`src/rtl/fifo_pkg.sv`:
```
// Shared defaults and control-state encoding for the FIFO read-side streamer.
package fifo_pkg;

  localparam int unsigned DWIDTH_DEF = 8;
  localparam int unsigned BURST_DEF  = 4;

  // State tracks words owned by the streamer: buffered plus in flight.
  typedef enum logic [1:0] {
    IDLE  = 2'd0,
    FILL  = 2'd1,
    FULL2 = 2'd2
  } state_e;

endpackage

```
`src/rtl/fifo_rd_stream_if.sv`:
```
// FIFO read port plus downstream valid/ready stream, bundled for fifo_rd_stream.
interface fifo_rd_stream_if #(
  parameter int unsigned DWIDTH = fifo_pkg::DWIDTH_DEF
);

  logic              pop;
  logic              empty;
  logic [DWIDTH-1:0] rdata;
  logic              flush;
  logic              out_valid;
  logic              out_ready;
  logic [DWIDTH-1:0] out_data;
  logic              out_last;
  logic [7:0]        beat_cnt;

  modport master (
    output pop, out_valid, out_data, out_last, beat_cnt,
    input  empty, rdata, flush, out_ready
  );

  modport slave (
    input  pop, out_valid, out_data, out_last, beat_cnt,
    output empty, rdata, flush, out_ready
  );

endinterface

```
`src/rtl/skid_buf2.sv`:
```
// Two-entry in-order buffer; reset is synchronous and active-low, and zeroes the data.
module skid_buf2
  import fifo_pkg::*;
#(
  parameter int unsigned DWIDTH = DWIDTH_DEF
) (
  input  logic              clock,
  input  logic              reset,
  input  logic              wr_en,
  input  logic [DWIDTH-1:0] wr_data,
  input  logic              rd_en,
  output logic [DWIDTH-1:0] rd_data,
  output logic [1:0]        occ
);

  logic [DWIDTH-1:0] ent0_q, ent0_d;
  logic [DWIDTH-1:0] ent1_q, ent1_d;
  logic [1:0]        occ_q, occ_d;

  // ent0 is always the head; a read shifts ent1 forward.
  always_comb begin
    ent0_d = ent0_q;
    ent1_d = ent1_q;
    occ_d  = occ_q;
    unique case ({wr_en, rd_en})
      2'b10: begin
        if (occ_q == 2'd0) ent0_d = wr_data;
        else               ent1_d = wr_data;
        occ_d = occ_q + 2'd1;
      end
      2'b01: begin
        ent0_d = ent1_q;
        occ_d  = occ_q - 2'd1;
      end
      2'b11: begin
        if (occ_q == 2'd2) begin
          ent0_d = ent1_q;
          ent1_d = wr_data;
        end else begin
          ent0_d = wr_data;
        end
      end
      default: ;
    endcase
  end

  always_ff @(posedge clock) begin
    if (!reset) begin
      ent0_q <= '0;
      ent1_q <= '0;
      occ_q  <= '0;
    end else begin
      ent0_q <= ent0_d;
      ent1_q <= ent1_d;
      occ_q  <= occ_d;
    end
  end

  assign rd_data = ent0_q;
  assign occ     = occ_q;

endmodule

```
`src/rtl/fifo_rd_stream.sv`:
```
// Pops a 1-cycle-latency FIFO into a 2-entry buffer and presents it as a burst-framed stream.
module fifo_rd_stream
  import fifo_pkg::*;
#(
  parameter int unsigned DWIDTH = DWIDTH_DEF,
  parameter int unsigned BURST  = BURST_DEF
) (
  input logic              rclk,
  input logic              reset_L,
  fifo_rd_stream_if.master bus
);

  localparam logic [7:0] LAST_BEAT = 8'(BURST - 1);

  state_e            state_q, state_d;
  logic              infl_q;
  logic [7:0]        beat_q, beat_d;
  logic [1:0]        occ;
  logic [DWIDTH-1:0] head;
  logic              accept;
  logic              pop_w;
  logic              buf_rst_n;

  assign accept = (occ != 2'd0) && bus.out_ready;
  assign pop_w  = reset_L && !bus.empty && !bus.flush && ((state_q != FULL2) || accept);

  // Flush clears the buffer through its synchronous reset, which also drops the returning word.
  assign buf_rst_n = reset_L && !bus.flush;

  skid_buf2 #(.DWIDTH(DWIDTH)) u_buf (
    .clock   (rclk),
    .reset   (buf_rst_n),
    .wr_en   (infl_q),
    .wr_data (bus.rdata),
    .rd_en   (accept),
    .rd_data (head),
    .occ     (occ)
  );

  always_comb begin
    state_d = state_q;
    if (pop_w && !accept)      state_d = (state_q == IDLE)  ? FILL : FULL2;
    else if (!pop_w && accept) state_d = (state_q == FULL2) ? FILL : IDLE;
    beat_d = beat_q;
    if (accept) beat_d = (beat_q == LAST_BEAT) ? '0 : beat_q + 8'd1;
  end

  always_ff @(posedge rclk) begin
    if (!reset_L || bus.flush) begin
      state_q <= IDLE;
      infl_q  <= 1'b0;
      beat_q  <= '0;
    end else begin
      state_q <= state_d;
      infl_q  <= pop_w;
      beat_q  <= beat_d;
    end
  end

  assign bus.pop       = pop_w;
  assign bus.out_valid = (occ != 2'd0);
  assign bus.out_data  = head;
  assign bus.out_last  = (occ != 2'd0) && (beat_q == LAST_BEAT);
  assign bus.beat_cnt  = beat_q;

endmodule

```
`src/flat_wrapper.sv`:
```
// flat-port wrapper written by rule: the top's interface ports become plain ports
module fifo_rd_stream_flat import fifo_pkg::*;
#(
  parameter int unsigned DWIDTH = DWIDTH_DEF,
  parameter int unsigned BURST  = BURST_DEF
)
  (rclk, reset_L, bus_pop, bus_out_valid, bus_out_data, bus_out_last, bus_beat_cnt, bus_empty, bus_rdata, bus_flush, bus_out_ready);
  fifo_rd_stream_if #(.DWIDTH(DWIDTH)) bus_i ();
  input logic rclk;
  input logic reset_L;
  output wire logic [$bits(bus_i.pop)-1:0] bus_pop;
  output wire logic [$bits(bus_i.out_valid)-1:0] bus_out_valid;
  output wire logic [$bits(bus_i.out_data)-1:0] bus_out_data;
  output wire logic [$bits(bus_i.out_last)-1:0] bus_out_last;
  output wire logic [$bits(bus_i.beat_cnt)-1:0] bus_beat_cnt;
  input wire logic [$bits(bus_i.empty)-1:0] bus_empty;
  input wire logic [$bits(bus_i.rdata)-1:0] bus_rdata;
  input wire logic [$bits(bus_i.flush)-1:0] bus_flush;
  input wire logic [$bits(bus_i.out_ready)-1:0] bus_out_ready;
  assign bus_pop = bus_i.pop;
  assign bus_out_valid = bus_i.out_valid;
  assign bus_out_data = bus_i.out_data;
  assign bus_out_last = bus_i.out_last;
  assign bus_beat_cnt = bus_i.beat_cnt;
  assign bus_i.empty = bus_empty;
  assign bus_i.rdata = bus_rdata;
  assign bus_i.flush = bus_flush;
  assign bus_i.out_ready = bus_out_ready;
  fifo_rd_stream #(.DWIDTH(DWIDTH), .BURST(BURST)) u_core (.rclk(rclk), .reset_L(reset_L), .bus(bus_i));
endmodule
```
`config.mk`:
```
export PLATFORM = sky130hd
export DESIGN_NAME = fifo_rd_stream_flat
export DESIGN_NICKNAME = d
export VERILOG_FILES = /design/src/rtl/fifo_pkg.sv /design/src/rtl/fifo_rd_stream_if.sv /design/src/rtl/skid_buf2.sv /design/src/rtl/fifo_rd_stream.sv /design/src/flat_wrapper.sv
export SDC_FILE = /design/constraint.sdc
export NUM_CORES = 1
export LEC_CHECK = 0
export ABC_CLOCK_PERIOD_IN_PS = 2500
export CORE_ASPECT_RATIO = 0.6
export CORE_MARGIN = 3
export CORE_UTILIZATION = 56
export CTS_BUF_LIST = sky130_fd_sc_hd__clkbuf_8
export DETAILED_ROUTE_END_ITERATION = 8
export PLACE_DENSITY = 0.87
export SLEW_MARGIN = 0
export SYNTH_ARGS = -nofsm -noshare
export SYNTH_HDL_FRONTEND = slang
export SYNTH_SLANG_ARGS = --single-unit
```
`constraint.sdc`:
```
create_clock -name rclk -period 2.5 [get_ports rclk]
set_input_delay 0.5 -clock rclk [delete_from_list [all_inputs] [get_ports rclk]]
set_output_delay 0.5 -clock rclk [all_outputs]
set_load 0.02 [all_outputs]
```
# [Word-level counts from Yosys, hierarchy flattened]
# Cells that the tools add are included.
# Widths: inputs -> output; s select.
[word_totals] regBits=29 in_bits=13 out_inout_bits=19 elab_cells=55
[classes] n_addsub=3 eq_ne=10 muxes=12 reduce_logical=24
[op_table] cell="$mux 8" n=5
[op_table] cell="$pmux 8 s3" n=1
[op_table] cell="$pmux 8 s2" n=1
[op_table] cell="$add 8x1->8 const B" n=1
[op_table] cell="$eq 2x2->1 const B" n=4
[op_table] cell="$eq 8x2->1 const B" n=1
[op_table] cell="$logic_and 1x1->1" n=8
[op_table] cell="$ne 2x2->1 const B" n=4
[op_table] cell="$reduce_bool 2->1" n=4
[op_table] cell="$mux 2" n=3
[op_table] cell="$logic_not 1->1" n=5
[op_table] cell="$logic_not 2->1" n=2
[op_table] cell="$pmux 2 s2" n=1
[op_table] cell="$reduce_and 3->1" n=1
[op_table] cell="$reduce_bool 3->1" n=1
[op_table] cell="$add 2x1->2 const B" n=1
[op_table] cell="$eq 2x1->1 const B" n=1
[op_table] cell="$logic_or 1x1->1" n=2
[op_table] cell="$reduce_and 2->1" n=1
[op_table] cell="$sub 2x1->2 const B" n=1
[op_table] cell="$mux 1" n=1

# [Depth between registers and ports, before layout]
[depth] word_depth=8 ltp_mapped=9 depth_no_buf=8

# [Hierarchy]
# Synthesis repeated with hierarchy kept, for this count alone.
[unflattened] cells_unflattened=171 hier_area_um2=1492.7
[modules_own_cells] mod="skid_buf2" instances=1 cells_each=109 area_per_inst_um2=957.2 seq_area_each_um2=360.3
[modules_own_cells] mod="fifo_rd_stream" instances=1 cells_each=62 area_per_inst_um2=535.5 seq_area_each_um2=220.2

# [Least setup slack after synthesis]
# Ideal clock, no wire load.
[synth_path] path_kind="input to register" start="input bus_out_ready" end="register u_core.state_q[0]" setup_ns=0.128 arrival_ns=2.103 required_time_ns=2.372 slack_ns=0.269 path_stages=8 path_buffers=0 cell_sequence="o21a_2 -> inv_2 -> a311oi_1 -> ha_1 -> xnor2_1 -> nor3_1 -> a21oi_1 -> nor2_1"
[synth_between] elab_chain_len=6 word_cells_on_any_way=9 cone_classes="mux (1); reduce/logical (8)"
[synth_lines] element="start, declared" line="flat_wrapper.sv:19" rtl="input wire logic [$bits(bus_i.out_ready)-1:0] bus_out_ready;"
[synth_lines] element="$logic_and 1x1->1 *" line="fifo_rd_stream.sv:24" rtl="assign accept = (occ != 2'd0) && bus.out_ready;"
[synth_lines] element="$logic_or 1x1->1 *" line="fifo_rd_stream.sv:25" rtl="assign pop_w = reset_L && !bus.empty && !bus.flush && ((state_q != FULL2) || accept);"
[synth_lines] element="$logic_and 1x1->1 *" line="fifo_rd_stream.sv:25"
[synth_lines] element="named net bus_pop" line="flat_wrapper.sv:11" rtl="output wire logic [$bits(bus_i.pop)-1:0] bus_pop;"
[synth_lines] element="$logic_not 1->1" line="fifo_rd_stream.sv:43" rtl="else if (!pop_w && accept) state_d = (state_q == FULL2) ? FILL : IDLE;"
[synth_lines] element="$logic_and 1x1->1" line="fifo_rd_stream.sv:43"
[synth_lines] element="$reduce_bool 2->1 (no source line)"
[synth_lines] element="end signal, assigned" line="fifo_rd_stream.sv:54" rtl="state_q <= state_d;"
[synth_lines] element="end, declared" line="fifo_rd_stream.sv:15" rtl="state_e state_q, state_d;"
# Mark *: on every way through the listed nets, which the timed path passes. The rest lies on a longest branch.
# A chain may end at the register's enable or synchronous reset.

# [Worst setup path after layout]
[layout_path] start="input bus_out_ready" end="output bus_pop"
[layout_between] elab_chain_len=3
[layout_lines] element="$logic_and 1x1->1" line="fifo_rd_stream.sv:24"
[layout_lines] element="$logic_or 1x1->1" line="fifo_rd_stream.sv:25"
[layout_lines] element="$logic_and 1x1->1" line="fifo_rd_stream.sv:25"
[layout_lines] element="end, declared" line="flat_wrapper.sv:11"
# Every way passes these cells.

==> metrics.cfg <==
[drt]
wl_per_cell_um = 16.3
drt_iter0_drc = 97
wl_met2_mm = 1.63
dr.pass1.iters = 4
num_vias = 1248
drc = 0
met1Wirelength_mm = 1.60
routed_wl_mm = 3.51
wl_met3_um = 226
vias_per_cell = 5.78
ant_nets = 0
top_layer = met4

[worst_setup_path]
slowest_stage = clkdlybuf4s50_1
crit_type = input pin to primary output
crit_path_start_kind = input pin
crit_chain = clkdlybuf4s50_1 > o21a_2 > inv_2 > a311oi_1 > dlygate4sd2_1
worstPathMaxFanout = 2
required_ns = 2.00
startpoint = bus_out_ready
worst-endpoint-arrival_ns = 1.91
cp-end-kind = primary output
slowest_delay_ns = 0.48
reg2reg_from = u_core.u_buf.occ[1]$_SDFFE_PN0P_

[placed_design]
place_hpwl_mm = 2.42
port_buffers = 31
gp_congestion = 0.782
placed_cells = 208

[power]
p_sw_share_pct = 23.8
p_switching_uw = 240
p_leak_uw = 0.000726
pwr-share-comb_pct = 10.9
vdd_drop_max_mv = 0.428
clock_power_share_pct = 42.4
pwr-share-seq_pct = 46.7
intPower_uw = 768
power_density_nw_per_um2 = 531

[clocking]
cts.clk_slew.worst_paths_ns = 0.06
cts_root_buf = clkbuf_8
cts.sinks = 29
cts_hold_buf = 0
cts_buffer_depth = 2
cts_max_level = 2
cts_tree = done
numCtsBuffers = 5
clkLatencyLatePin_ns = 0.28

[floorplan]
floorplan.rows = 13
die_height_um = 45.3
dieArea_um2 = 3230
ios = 32
die_w_um = 71.4
core_area_um2 = 2290
start_util_pct = 62.7

[hold_path]
hold_path.class = flip-flop to flip-flop
hp-start = u_core.u_buf.ent1_q[5]$_SDFFE_PN0P_

[final_layout]
final_nets = 200
area.sequential_um2 = 582
utilization_pct = 82.8
final_cells = 216
multiInputGateArea_um2 = 792
drive_above_1_share_pct = 22.0
antenna_cells = 0
nFillCells = 128
syn_to_final_growth_pct = 32.0

[synth]
yosysWarnings = 0
synth_top_area_share_pct = 40.3
synth-async-reset-ratio_pct = 0
synth-seq-area-share_pct = 40.3
yosys.area.top_type = dfxtp_1
ys.flop_type = dfxtp_1
syn_inst = 147
synth.cell_area_um2 = 1440
synth_area_leaders = dfxtp_1 40%, a211oi_2 6.1%, o22ai_2 6.1%
synth.top_cells.by_count = 29 x dfxtp_1, 20 x nor2_1
yosysUniqueCellTypes = 38
syn-num-nets = 162
synth_edf_count = 0
synth_seq_cells = 29
yosysMostFrequentCell = dfxtp_1
syn_avg_cell_area_um2 = 9.79

[timing]
period_share_pct = 96.4
max_freq_ghz = 0.415
fin_crit_ns = 2.41
worst_pin_slew_ns = 0.590
setup_viol = 0
finalHoldViolations = 0
max-slew-margin-rel_pct = 60.6
slew_violations = 0
rsz0062_at_grt = no
clock-skew-final_ns = 0.00447

[global_routing]
grt_pass1_vias = 1251
antenna_found_initial = 0
grt_usage_pct = 24.2
overflow = 0
grt_max_degree = 24
grt_pass1_wl_mm = 5.85

[flow_run]
cap_violations = 0

[outcome]
outcome = finished clean

## worst max-delay path: cells and delay by family
| kind | cells | cell delay, ns |
|---|---|---|
| buf+inv | 3 | 0.91 |
| compound gates | 2 | 0.50 |
## cells in the final DEF (no fill, tap or decap), types with 3 or more instances in the layout
| cell type | instances |
|---|---|
| clkdlybuf4s50_1 | 29 |
| dfxtp_1 | 28 |
| nor2_1 | 20 |
| nand2_1 | 8 |
| mux2i_1 | 8 |
| o22ai_1 | 8 |
| xnor2_1 | 8 |
| o22ai_2 | 7 |
| a211oi_2 | 7 |
| clkbuf_8 | 7 |
| buf_4 | 7 |
| nor3_1 | 6 |
| inv_1 | 5 |
| a21oi_1 | 4 |
| mux2_2 | 3 |
## metrics by stage
step / hold WS (ns) / cell area, um^2 / TNS, ns / setup slack, ns / power, uW
final: 0.509 / 1900 / 0 / 0.0894 / 1010
after floorplan: 0.454 / 1440 / 0 / 0.269 / 544
after detailed placement: 0.493 / 1790 / -0.150 / -0.150 / 590
after global routing: 0.546 / 1900 / 0 / 0.0642 / 1050
after CTS: 0.509 / 1900 / 0 / 0.0245 / 1020
after global placement: 0.469 / 1790 / -0.153 / -0.153 / 586
## cells by family after synthesis
logic type | Yosys count | share of synthesized area (%)
DFF | 29 | 40.3
xor gates and xnor gates | 10 | 6.09
AOI/OAI and AO/OA | 35 | 22.0
and+or+nand+nor | 47 | 16.9
muxes | 11 | 7.91
adders and majority gates | 2 | 1.74
buffers and inverters | 13 | 5.04
## repair_timing
| item | CTS | global route |
|---|---|---|
| endpoints found under the hold margin | 0 | 0 |
| endpoints found under the setup margin | 2 | 1 |
| resized for setup | 2 | 2 |
| cloned | 0 | 0 |
| buffers inserted | 0 | 0 |
## metal layers
layer  vias to the layer above  track usage, %
li1                        604               -
met1                       593            30.9
met2                        44            37.0
met3                         7            7.78
met4                         0            12.4
met5                         -               0
## sequential cells by signal (all words and copies together) (netlist names)
| name | flops |
|---|---|
| u_core.state_q | 2 |
| u_core.u_buf.occ | 2 |
| u_core.infl_q | 1 |
| u_core.bus.beat_cnt | 8 |
| u_core.u_buf.ent1_q | 8 |
| u_core.u_buf.rd_data | 8 |
## final cells by class
cell class | instances | area share [%]
Multi-Input combinational cell | 105 | 41.7
Sequential cell | 29 | 30.6
Timing Repair Buffer | 38 | 19.2
Clock buffer | 7 | 5.07
Tap cell | 30 | 1.98
Inverter | 6 | 1.19
Clock inverter | 1 | 0.264
## power by group through the flow
stage	clock network (uW)	logic, uW	registers (uW)
floorplan	0	58.8	486
global route	459	117	471
finish	427	110	471
CTS	436	109	471
global placement	0	105	481
detailed placement	0	109	481
## worst paths after layout
path	depth (start not counted)	to	slack [ns]
setup / recovery	5	bus_pop	0.09
hold / removal	2	u_core.u_buf.ent1_q[5]$_SDFFE_PN0P_	0.51
setup reg to reg	8	u_core.state_q[1]$_SDFFE_PN0P_	0.66
hold reg to reg	2	u_core.u_buf.ent1_q[5]$_SDFFE_PN0P_	0.51
Note: power is estimated with default switching activity, not from simulation.
